<file path="config.mk">
export PLATFORM = sky130hd
export DESIGN_NAME = ex_stage_mc
export DESIGN_NICKNAME = d
export VERILOG_FILES = /design/src/rtl/ex_stage_mc.sv
export SDC_FILE = /design/constraint.sdc
export NUM_CORES = 2
export LEC_CHECK = 0
export BUFFER_PORTS_ARGS = -buffer_cell sky130_fd_sc_hd__buf_2
export CORE_MARGIN = 2
export CORE_UTILIZATION = 30
export DETAILED_ROUTE_END_ITERATION = 12
export SYNTH_ARGS = -nofsm -noshare
export SYNTH_HDL_FRONTEND = slang
export SYNTH_SLANG_ARGS = --single-unit
</file>
<file path="constraint.sdc">
create_clock -name CLK -period 14.27 [get_ports CLK]
set_input_delay 1.427 -clock CLK [delete_from_list [all_inputs] [get_ports CLK]]
set_output_delay 1.427 -clock CLK [all_outputs]
set_load 0.01 [all_outputs]
</file>
<file path="src/rtl/ex_stage_mc.sv">
// Registered execute stage: operand forwarding, Val2 shifter, ALU, branch adder, iterative MUL.
// Define EX_STAGE_MLA_EN to add the Val_Ra port and the MLA command (EXE_CMD 1011).
module ex_stage_mc #(
  parameter int DATA_W  = 32,
  parameter int MUL_BPC = 8
) (
  input  logic              CLK,
  input  logic              RST,
  input  logic              in_valid,
  input  logic              flush,
  input  logic              mem_stall,
  input  logic [3:0]        EXE_CMD,
  input  logic              S,
  input  logic              WB_EN,
  input  logic              MEM_R_EN,
  input  logic              MEM_W_EN,
  input  logic [3:0]        Dest,
  input  logic [DATA_W-1:0] PC,
  input  logic [DATA_W-1:0] Val_Rn,
  input  logic [DATA_W-1:0] Val_Rm,
  input  logic [1:0]        forward1,
  input  logic [1:0]        forward2,
  input  logic [DATA_W-1:0] MEM_fwd,
  input  logic [DATA_W-1:0] WB_fwd,
  input  logic [11:0]       Shift_operand,
  input  logic              imm,
  input  logic [23:0]       Signed_imm_24,
`ifdef EX_STAGE_MLA_EN
  input  logic [DATA_W-1:0] Val_Ra,
`endif
  output logic              busy,
  output logic              out_valid,
  output logic [DATA_W-1:0] ALU_Result_q,
  output logic [DATA_W-1:0] Val_Rm_q,
  output logic [DATA_W-1:0] Branch_Address_q,
  output logic [3:0]        Dest_q,
  output logic              WB_EN_q,
  output logic              MEM_R_EN_q,
  output logic              MEM_W_EN_q,
  output logic [3:0]        SR
);

  localparam int STEPS = DATA_W / MUL_BPC;
  localparam int CW    = $clog2(STEPS + 1);
  localparam int M     = DATA_W - 1;

  typedef enum logic [1:0] {IDLE, MUL, HOLD} state_t;
  state_t state, nstate;

  logic [DATA_W-1:0] rn, rm, val2, res, opb, br;
  logic [DATA_W:0]   sum;
  logic              cin, sub, arith, fl_upd, is_mul, ovf;
  logic [3:0]        flags;

  logic [DATA_W-1:0] acc, acc_nxt, part, mcand, mplier, mul_res;
  logic [CW-1:0]     cnt;
  logic              p_s, p_wb, p_mr, p_mw;
  logic [3:0]        p_dest;
  logic [DATA_W-1:0] p_rm, p_br;
  logic              start, step, ld_alu, ld_mul, bubble;

  function automatic logic [DATA_W-1:0] ror(input logic [DATA_W-1:0] x,
                                            input int n);
    int k;
    k = n % DATA_W;
    return (x >> k) | (x << (DATA_W - k));
  endfunction

  always_comb begin
    unique case (forward1)
      2'b01:   rn = MEM_fwd;
      2'b10:   rn = WB_fwd;
      default: rn = Val_Rn;
    endcase
    unique case (forward2)
      2'b01:   rm = MEM_fwd;
      2'b10:   rm = WB_fwd;
      default: rm = Val_Rm;
    endcase
  end

  always_comb begin
    val2 = rm;
    if (MEM_R_EN | MEM_W_EN)
      val2 = DATA_W'(Shift_operand);
    else if (imm)
      val2 = ror(DATA_W'(Shift_operand[7:0]), 2 * int'(Shift_operand[11:8]));
    else if (Shift_operand[11:7] != 5'd0) begin
      unique case (Shift_operand[6:5])
        2'b00:   val2 = rm << Shift_operand[11:7];
        2'b01:   val2 = rm >> Shift_operand[11:7];
        2'b10:   val2 = $signed(rm) >>> Shift_operand[11:7];
        default: val2 = ror(rm, int'(Shift_operand[11:7]));
      endcase
    end
  end

  // One adder serves ADD/ADC/SUB/SBC; subtraction is rn + ~val2 + carry.
  always_comb begin
    res    = '0;
    fl_upd = 1'b1;
    arith  = 1'b0;
    sub    = 1'b0;
    cin    = 1'b0;
    case (EXE_CMD)
      4'b0001: res = val2;
      4'b1001: res = ~val2;
      4'b0010: arith = 1'b1;
      4'b0011: begin arith = 1'b1; cin = SR[1]; end
      4'b0100: begin arith = 1'b1; sub = 1'b1; cin = 1'b1; end
      4'b0101: begin arith = 1'b1; sub = 1'b1; cin = SR[1]; end
      4'b0110: res = rn & val2;
      4'b0111: res = rn | val2;
      4'b1000: res = rn ^ val2;
      default: fl_upd = 1'b0;
    endcase
    opb = sub ? ~val2 : val2;
    sum = {1'b0, rn} + {1'b0, opb} + {{DATA_W{1'b0}}, cin};
    ovf = (rn[M] == opb[M]) && (sum[M] != rn[M]);
    if (arith) res = sum[DATA_W-1:0];
    flags = {res[M], res == '0,
             arith ? sum[DATA_W] : SR[1],
             arith ? ovf : SR[0]};
  end

`ifdef EX_STAGE_MLA_EN
  assign is_mul = (EXE_CMD == 4'b1010) || (EXE_CMD == 4'b1011);
`else
  assign is_mul = (EXE_CMD == 4'b1010);
`endif

  assign br = PC + DATA_W'($signed({Signed_imm_24, 2'b00}));

  always_comb begin
    part = '0;
    for (int i = 0; i < MUL_BPC; i++)
      if (mplier[i]) part = part + (mcand << i);
  end

  assign acc_nxt = acc + part;
  assign mul_res = (state == MUL) ? acc_nxt : acc;
  assign busy    = (state != IDLE);

  always_ff @(posedge CLK or posedge RST) begin
    if (RST) state <= IDLE;
    else     state <= nstate;
  end

  always_comb begin
    nstate = state;
    start  = 1'b0;
    step   = 1'b0;
    ld_alu = 1'b0;
    ld_mul = 1'b0;
    bubble = 1'b0;
    if (flush)
      nstate = IDLE;
    else begin
      unique case (state)
        IDLE: if (!mem_stall) begin
          if (in_valid && is_mul) begin
            start  = 1'b1;
            nstate = MUL;
          end else if (in_valid) ld_alu = 1'b1;
          else bubble = 1'b1;
        end
        MUL: begin
          step = 1'b1;
          if (cnt == CW'(1)) begin
            if (mem_stall) nstate = HOLD;
            else begin
              ld_mul = 1'b1;
              nstate = IDLE;
            end
          end
        end
        default: if (!mem_stall) begin
          ld_mul = 1'b1;
          nstate = IDLE;
        end
      endcase
    end
  end

  always_ff @(posedge CLK or posedge RST) begin
    if (RST) begin
      out_valid        <= 1'b0;
      ALU_Result_q     <= '0;
      Val_Rm_q         <= '0;
      Branch_Address_q <= '0;
      Dest_q           <= '0;
      WB_EN_q          <= 1'b0;
      MEM_R_EN_q       <= 1'b0;
      MEM_W_EN_q       <= 1'b0;
      SR               <= '0;
      acc              <= '0;
      mcand            <= '0;
      mplier           <= '0;
      cnt              <= '0;
      p_s              <= 1'b0;
      p_wb             <= 1'b0;
      p_mr             <= 1'b0;
      p_mw             <= 1'b0;
      p_dest           <= '0;
      p_rm             <= '0;
      p_br             <= '0;
    end else begin
      if (flush)
        out_valid <= 1'b0;
      else if (ld_alu) begin
        out_valid        <= 1'b1;
        ALU_Result_q     <= res;
        Val_Rm_q         <= rm;
        Branch_Address_q <= br;
        Dest_q           <= Dest;
        WB_EN_q          <= WB_EN;
        MEM_R_EN_q       <= MEM_R_EN;
        MEM_W_EN_q       <= MEM_W_EN;
        if (S && fl_upd) SR <= flags;
      end else if (ld_mul) begin
        out_valid        <= 1'b1;
        ALU_Result_q     <= mul_res;
        Val_Rm_q         <= p_rm;
        Branch_Address_q <= p_br;
        Dest_q           <= p_dest;
        WB_EN_q          <= p_wb;
        MEM_R_EN_q       <= p_mr;
        MEM_W_EN_q       <= p_mw;
        if (p_s) SR <= {mul_res[M], mul_res == '0, SR[1:0]};
      end else if (start || bubble)
        out_valid <= 1'b0;

      if (start) begin
`ifdef EX_STAGE_MLA_EN
        acc <= (EXE_CMD == 4'b1011) ? Val_Ra : '0;
`else
        acc <= '0;
`endif
        mcand  <= rn;
        mplier <= rm;
        cnt    <= CW'(STEPS);
        p_s    <= S;
        p_wb   <= WB_EN;
        p_mr   <= MEM_R_EN;
        p_mw   <= MEM_W_EN;
        p_dest <= Dest;
        p_rm   <= rm;
        p_br   <= br;
      end else if (step) begin
        acc    <= acc_nxt;
        mcand  <= mcand << MUL_BPC;
        mplier <= mplier >> MUL_BPC;
        cnt    <= cnt - CW'(1);
      end
    end
  end

endmodule

</file>
==> impl_metrics.yaml <==
outcome:
  status: "finished, final reports clean"
yosys:
  synth_nets: 5827
  avgSynthCellArea_um2: 7.92
  seq_area_frac_synth: 0.170
  synth_flop_cell: "dfrtp_1"
  synth_area_leaders: "dfrtp_1 17%, ha_1 11%, mux4_2 6.5%"
  yosys_warnings: 0
  syn_inst: 5232
  yosysTopAreaCell: "dfrtp_1"
  synth-edff-count: 0
  synthesis.area_mm2: 0.0414
  ys_seq_elements: 281
  ys_types: 104
  ys_async_sr_fraction: 1.00
  netlist.area_leader.share: 0.170
power_and_ir_drop:
  p_leak_nw: 21.7
  ir_worst_vdd_mv: 0.0837
  power.density_mw_per_mm2: 106
worst_setup_path:
  regToRegSetupSlack_ns: 0.64
  critical_path.most_common_cell: "ha_1"
  max_stage_delay_ns: 0.46
  path_max_fanout: 7
  worstPathArrival_ns: 14.12
  path_buf_inv: 3
  cp-end-kind: "flop"
  crit_slowest_cell: "a2111o_1"
  crit_type: "flop to flop"
  crit_path_start_kind: "flop"
  startpoint: "mplier[0]"
  r2r_start: "mplier[0]"
  cp.required_ns: 14.76
  path_delay_family: "compound AO/OA/AOI/OAI gates"
clock_tree:
  tritoncts: "done"
  clk_pin_slew_ns: 0.07
  clock_latency_ns: 0.57
  clock_sinks: 281
  cts-root-buf: "clkbuf_16"
  cts_buffer_depth: 3
  ctsHoldBuffers: 0
  cts_inserted_buffers: 35
  htree_levels: 2
place:
  dp_slack_ns: 0.0386
  portBuffers: 326
  place_area_mm2: 0.0453
  routabilityCongestion: 1.04
  dp_cells: 7181
  place_hpwl_mm: 156
sta:
  slew_headroom: 0.0849
  setup_violations: 0
  period_minus_slack_ns: 13.63
  fmaxAchievable_mhz: 73.4
  hold_viol: 0
  worst_pin_slew_ns: 1.34
  setup_slack_ns: 0.641
  skew_ns: 0.0320
  fin_crit_sh: 0.955
  drv_slew: 0
floorplanning:
  start_util: 0.302
  die-area_mm2: 0.141
  core-area_mm2: 0.137
  row_count: 136
  pin_count: 327
  die_h_um: 376
  die_x_um: 376
global_route:
  antenna_found_initial: 16
  grt_max_degree: 136
  grt_first_pass_wirelength_mm: 289
  grt_overflow: 0
  first_global_vias: 41600
  grt_usage: 0.271
final_layout:
  area_delta_synth_final_pct: 13.3
  instances_no_fill: 7262
  n_fill_cell: 14400
  nets: 6034
  utilization: 0.342
  drive_above_1_share: 0.178
  design_area_mm2: 0.0470
  mostFrequentLayoutCells: "477 x nand2_1, 472 x nor2_1, 352 x ha_1"
  layout_commonest_cell: "nand2_1"
drt:
  routed_wl_mm: 201
  vias: 45100
  antenna_left: 0
  drcViolationCount: 0
  viasPerCell: 6.22
  drt_pre_antenna_iters: 9
  drt-met1-wl_mm: 84.2
  dr_wl_met2_mm: 84.8
  drtIter0Drc: 5966
  wl_met3_mm: 20.4
  wl_per_cell_um: 27.6
  highest_layer: "met5"
run:
  maxCapViolations: 0
hold_path:
  hp-start: "Dest_q[0]"
  min_path_type: "flop to flop"
-- cell usage after synthesis (all sizes together) (36+ instances only) --
master and instances:
o21ai 372, clkbuf 228, dfrtp 281, a211oi 72, mux4 119, nor2b 62, nand3 126, a22o 38
buf 106, a21oi 359, a22oi 122, nor2 480, nand2 480, a221oi 61, ha 366, o211ai 58
or2 44, a221o 113, mux2 123, nand2b 69, nor3 112, xnor2 162, o21a 61, xor2 87
a21o 153, o21bai 37, and2 45, inv 226, mux2i 88, o31ai 36, a31oi 63
-- cells by family (layout without fill, tap and decap cells) --
group,after synthesis,after routing,synth area share
xor+xnor,252,252,0.0543
fa+ha+maj,379,379,0.116
compound gates,1843,1843,0.308
flops,281,281,0.170
simple gates,1583,1583,0.177
buf+inv,564,796,0.0557
mux,330,330,0.119
other cells,0,4,0
-- sequential cells by signal, summed over array words and instances (netlist names), 2 cells and up --
name and cells:
p_rm 32, ALU_Result_q 32, acc 32, Dest_q 4
Branch_Address_q 32, Val_Rm_q 32, mplier 32, SR 4
mcand 32, p_dest 4, p_br 32, cnt 3
state 2
-- final cells by class --
class                   count  area [um2]  area share
inverters                 230         871      0.0185
clock inverters            14         181     0.00386
clock buffers              48        1010      0.0214
flip-flops and latches    281        7030       0.150
multi-input cells        4387       32600       0.695
well taps                1794        2240      0.0478
repair buffers            504        2990      0.0637
diodes                      4        10.0    0.000213
-- worst register-to-register path: cells and delay by family, from the launching register on --
family / cells / cell delay [ns]
XOR/XNOR: 8 / 1.27
buffers and inverters: 3 / 0.23
multiplexers: 4 / 1.03
AO/OA/AOI/OAI: 29 / 5.32
flip-flops: 1 / 0.42
AND/OR/NAND/NOR: 14 / 2.05
adder cells (fa/ha/maj): 10 / 3.20
-- per-stage QoR --
stage                     hold slack (ns)  power [mW]  setup TNS (ns)
after floorplan                     0.450        2.93               0
after global placement              0.455        3.88               0
after detailed placement            0.458        3.91               0
after CTS                           0.471        4.86               0
after global routing                0.490        5.25          -0.574
final                               0.471        4.97               0
-- worst paths after layout --
kind	end	depth (start not counted)
max in group asynchronous	Dest_q[0]	4
min in group asynchronous	Val_Rm_q[29]	2
min	Dest_q[0]	2
max reg2reg	SR[2]	68
max	SR[2]	68
min reg2reg	Dest_q[0]	2
-- layer usage --
metal | up-vias | GRT usage
met1 | 22100 | 0.371
met2 | 2383 | 0.402
li1 | 20200 | -
met3 | 463 | 0.0607
met5 | - | 0
met4 | 14 | 0.128
-- power by group --
| group | internal [mW] | switching (mW) | total [mW] | leakage [nW] |
|---|---|---|---|---|
| clock | 0.553 | 0.384 | 0.937 | 0.574 |
| sequential | 0.933 | 0.150 | 1.08 | 3.72 |
| combinational | 1.13 | 1.82 | 2.95 | 17.4 |
-- repair_timing --
item	4_1_cts	5_1_grt
setup buffers	0	15
gates resized for setup	1	105
setup endpoints to repair	3	17
pin swaps	0	20
Power figures use the tool's default switching activity.
